--- src/rtl/writeback_regfile.sv ---
// Write-back stage: selects the MEM/WB result, commits it to a 32-entry register file
// and serves the two decode read ports with same-cycle write-through bypass.
module writeback_regfile #(
  parameter int unsigned DATA_WIDTH   = 32,
  parameter int unsigned ADDR_WIDTH   = 5,
  parameter int unsigned RETIRE_WIDTH = 32
) (
  input  logic                    clk,
  input  logic                    reset,
  input  logic                    regWrite,
  input  logic                    memToReg,
  input  logic [DATA_WIDTH-1:0]   readData,
  input  logic [DATA_WIDTH-1:0]   aluResult,
  input  logic [ADDR_WIDTH-1:0]   writeReg,
  input  logic [ADDR_WIDTH-1:0]   readReg1,
  input  logic [ADDR_WIDTH-1:0]   readReg2,
  output logic [DATA_WIDTH-1:0]   readData1,
  output logic [DATA_WIDTH-1:0]   readData2,
  output logic [DATA_WIDTH-1:0]   writeData,
  output logic [ADDR_WIDTH-1:0]   lastWriteReg,
  output logic [RETIRE_WIDTH-1:0] retireCount
);

  localparam int unsigned DEPTH = 2 ** ADDR_WIDTH;

  logic [DATA_WIDTH-1:0]   r_regs [DEPTH];
  logic [ADDR_WIDTH-1:0]   r_last_write_reg;
  logic [RETIRE_WIDTH-1:0] r_retire_count;

  logic                    w_commit;
  logic [DATA_WIDTH-1:0]   w_write_data;
  logic [DATA_WIDTH-1:0]   w_read_data1;
  logic [DATA_WIDTH-1:0]   w_read_data2;

  // Index 0 is architecturally zero, so a write to it is not a commit at all.
  assign w_commit     = regWrite && (writeReg != '0);
  assign w_write_data = memToReg ? readData : aluResult;

  // Architectural state; r_regs[0] is only ever loaded with zero by reset.
  always_ff @(posedge clk or posedge reset) begin
    if (reset) begin
      for (int unsigned i = 0; i < DEPTH; i++) begin
        r_regs[i] <= '0;
      end
      r_last_write_reg <= '0;
      r_retire_count   <= '0;
    end else if (w_commit) begin
      r_regs[writeReg] <= w_write_data;
      r_last_write_reg <= writeReg;
      r_retire_count   <= r_retire_count + RETIRE_WIDTH'(1);
    end
  end

  // Decode reads: zero for index 0, otherwise bypass the in-flight commit.
  always_comb begin
    w_read_data1 = '0;
    w_read_data2 = '0;
    if (readReg1 != '0) begin
      w_read_data1 = (w_commit && (readReg1 == writeReg)) ? w_write_data : r_regs[readReg1];
    end
    if (readReg2 != '0) begin
      w_read_data2 = (w_commit && (readReg2 == writeReg)) ? w_write_data : r_regs[readReg2];
    end
  end

  assign readData1    = w_read_data1;
  assign readData2    = w_read_data2;
  assign writeData    = w_write_data;
  assign lastWriteReg = r_last_write_reg;
  assign retireCount  = r_retire_count;

endmodule

--- config.mk ---
export PLATFORM = sky130hd
export DESIGN_NAME = writeback_regfile
export DESIGN_NICKNAME = d
export VERILOG_FILES = /design/src/rtl/writeback_regfile.sv
export SDC_FILE = /design/constraint.sdc
export NUM_CORES = 2
export LEC_CHECK = 0
export BUFFER_PORTS_ARGS = -buffer_cell sky130_fd_sc_hd__buf_2
export CORE_AREA = 4 4 311 313
export CTS_BUF_LIST = sky130_fd_sc_hd__clkbuf_4 sky130_fd_sc_hd__clkbuf_8
export CTS_CLUSTER_DIAMETER = 60
export DETAILED_ROUTE_END_ITERATION = 10
export DIE_AREA = 0 0 315 317
export MAX_ROUTING_LAYER = met4
export PLACE_DENSITY = 0.77
export SLEW_MARGIN = 10
export SYNTH_ARGS = -nofsm -noshare
export SYNTH_HDL_FRONTEND = slang
export SYNTH_SLANG_ARGS = --single-unit
--- constraint.sdc ---
create_clock -name clk -period 43.8 [get_ports clk]
set_clock_uncertainty 0.1 [all_clocks]
set_input_delay 8.76 -clock clk [delete_from_list [all_inputs] [get_ports clk]]
set_output_delay 8.76 -clock clk [all_outputs]
set_load 0.01 [all_outputs]
==> run_results.csv <==
group,metric,value,unit
yosys,synth.avg_cell_area,11.0,um2
cells_and_area,fin_nets,5136,
setup_path,required,34.94,ns
placed_design,place_area,57400,um2
floorplanning,die_h,317,um
setup_path,critPathTopFamily,"buffers and inverters",
clock_network,ctsHoldBuffers,0,
floorplanning,io_pins,216,
yosys,yosys_most_used_dff,"dfrtp_1",
setup_path,r2r_cells,5,
timing,min_period,22.43,ns
setup_path,worst-path-buf-inv,5,
setup_path,crit_path_cell_trace,"buf_8 > buf_4 > buf_4 > buf_4 > mux4_2 > mux2_2 > a22o_1 > a31oi_1 > a22oi_1 > buf_2",
timing,final_hold_viol_count,0,
clock_network,postCtsSetupBuffers,0,
floorplanning,rows,113,
setup_path,worstSetupPathType,"in -> out",
floorplanning,die_w,315,um
detailed_routing,wire_per_inst,28.9,um
detailed_routing,ant_nets,0,
yosys,synth-async-reset-ratio,100,%
grt,grt_max_degree,126,
setup_path,start_kind,"input pin",
yosys,syn-num-nets,5160,
detailed_routing,drt-initial-drc-count,6682,
pwr,power_density,48.2,nW/um2
grt,grt_usage,38.8,%
timing,timing.final.crit_share,51.2,%
setup_path,cpPeakStageDelay,0.85,ns
cells_and_area,layout_commonest_cell,"dfrtp_1",
run_status,status,"finished, final reports clean",
yosys,synthDominantCellAreaShare,47.4,%
cells_and_area,layout_common_cells,"dfrtp_1, nand2_1, o21ai_0, mux4_2",
cells_and_area,nFillCells,7066,
yosys,synth_top_area_cell,"dfrtp_1",
placed_design,placed_cells,6142,
timing,setup_viol,0,
placed_design,globalplace.congestion,0.874,
floorplanning,core-area,94300,um2
timing,rsz0062_at_grt,"false",
grt,grt_pass1_wl,279,mm
pwr,ir_drop,0.0323,mV
clock_network,insertion_delay,0.86,ns
yosys,synth.distinct_cells,74,
pwr,power.leakage,26.9,nW
timing,slew_viol_final,0,
yosys,synth-seq-area-share,47.4,%
setup_path,critical_path_depth,10,
yosys,netlist_area,56000,um2
hold_path,whs_path_depth,0,
placed_design,dp_hpwl,104,mm
timing,slew_headroom,12.2,%
cells_and_area,drive_above_1_share,23.3,%
clock_network,cts.sinks,1061,
timing,tightest_slew,1.30,ns
clock_network,root_buffer,"clkbuf_8",
detailed_routing,via_per_inst,6.95,
setup_path,cp-end-kind,"output pin",
clock_network,cts_buffer_depth,3,
yosys,synth_seq_cells,1061,
detailed_routing,drt_first_pass_iters,6,
setup_path,crit_path_frequent_cell,"buf_4",
clock_network,numCtsBuffers,173,
grt,gr-total-overflow,0,
yosys,ys_top_cells_by_area,"dfrtp_1, mux4_2, o21ai_0",
grt,antenna_found_initial,5,
floorplanning,die-area,99900,um2
cells_and_area,syn2layout_area_growth,9.58,%
grt,grt_pass1_vias,44000,
setup_path,cpMaxStageDelayCell,"buf_4",
setup_path,worstPathArrival,13.57,ns
yosys,ys_warn_count,0,
placed_design,io_buffers,215,
detailed_routing,vias,44900,
timing,setup_ws,21.37,ns
timing,max_freq,44.6,MHz
yosys,synthCells,5076,
floorplanning,initial_core_util,59.3,%
clock_network,cts_resized,0,
job,drv_cap,0,
placed_design,pre_cts_ws,21.45,ns
cells_and_area,fin_cells,6460,
detailed_routing,drc,0,
hold_path,min_path_type,"reg -> reg",
yosys,synth-edff-count,0,
cells_and_area,fin_area,61300,um2
setup_path,critPathMaxFanout,62,
clock_network,tritoncts,"yes",
clock_network,cts.htree.levels,4,
detailed_routing,drt_wl_total,187,mm
timing,finalSetupTns,0,ns
clock_network,clk_pin_slew,0.06,ns
==> logic make-up after synthesis <==
group,after synthesis,synth area share [%]
AO/OA/AOI/OAI,1336,13.4
AND/OR/NAND/NOR,1307,9.40
flip-flops,1061,47.4
multiplexers,753,23.9
buffers and inverters,577,5.16
XOR/XNOR,41,0.642
adder cells (fa/ha/maj),1,0.0224
==> per-stage QoR <==
step,util [%],power [mW],hold slack (ns)
floorplan,-,1.79,0.325
global placement,60.8,1.94,0.261
detailed placement,60.8,1.98,0.263
CTS,65.0,2.94,0.277
global route,65.0,3.09,0.285
finish,65.0,2.96,0.279
==> metal layers <==
layer | vias to the layer above | global-route usage (%) | routed length [um]
li1 | 18400 | - | -
met4 | 0 | 23.9 | 13700
met2 | 3519 | 55.1 | 82000
met5 | - | - | 0
met3 | 837 | 10.7 | 24500
met1 | 22100 | 50.0 | 66700
==> power breakdown <==
| part | switching (mW) | internal [mW] |
|---|---|---|
| logic | 0.325 | 0.315 |
| clock network | 0.428 | 0.547 |
| registers | 0.161 | 1.18 |
==> final timing paths <==
path | start | to | slack, ns
worst max register to register | retireCount[2] | retireCount[23] | 41.61
worst min-delay path | r_regs[1020] | r_regs[1020] | 0.28
max in group asynchronous | reset | r_regs[497] | 32.46
min in group asynchronous | reset | r_regs[23] | 7.88
worst max-delay path | readReg2[0] | readData2[30] | 21.37
worst min register to register | r_regs[1020] | r_regs[1020] | 0.28
==> registers in the layout, summed over array words and instances (netlist names) <==
name / count
retireCount: 32
r_regs: 1024
lastWriteReg: 5
==> cells in the mapped netlist, types with 7 or more instances <==
| cell type | count |
|---|---|
| a32oi_1 | 7 |
| o211ai_1 | 14 |
| mux2_2 | 21 |
| nand4_1 | 13 |
| nor3_1 | 25 |
| a31o_2 | 7 |
| o22ai_1 | 10 |
| a221o_1 | 16 |
| a22oi_1 | 50 |
| nor2b_1 | 12 |
| buf_1 | 23 |
| nor3b_1 | 8 |
| nand2_1 | 716 |
| nor2_2 | 8 |
| a2111oi_0 | 15 |
| nand3_1 | 36 |
| a21oi_1 | 433 |
| a211oi_1 | 26 |
| xnor2_1 | 34 |
| buf_2 | 88 |
| xor2_1 | 7 |
| mux4_2 | 438 |
| and2_1 | 11 |
| o2111ai_1 | 9 |
| buf_6 | 22 |
| dfrtp_1 | 1061 |
| a221oi_1 | 33 |
| a31oi_1 | 17 |
| nor2_1 | 439 |
| mux4_1 | 21 |
| buf_8 | 12 |
| or3_1 | 8 |
| inv_1 | 41 |
| buf_4 | 44 |
| o21ai_0 | 651 |
| clkbuf_1 | 334 |
| mux2i_1 | 273 |
==> layout make-up <==
type                       instances  area, um2  share of cell area (%)
clock inverter                    49        574                   0.937
tap                             1265       1580                    2.58
antenna                            5       12.5                  0.0204
inverter                          42        168                   0.273
clock buffer                     264       3360                    5.49
timing repair buffer             336       2060                    3.36
sequential                      1061      26600                    43.3
multi-input combinational       3438      27000                    44.0
==> worst register-to-register path, cell delays in order, from the launching register on <==
cell and delay (ns):
dfrtp_1 0.46, and4_1 0.27, nand4_1 0.25, nor3_1 0.61
nand4_1 0.20, xnor2_1 0.16
Power figures use the tool's default switching activity.
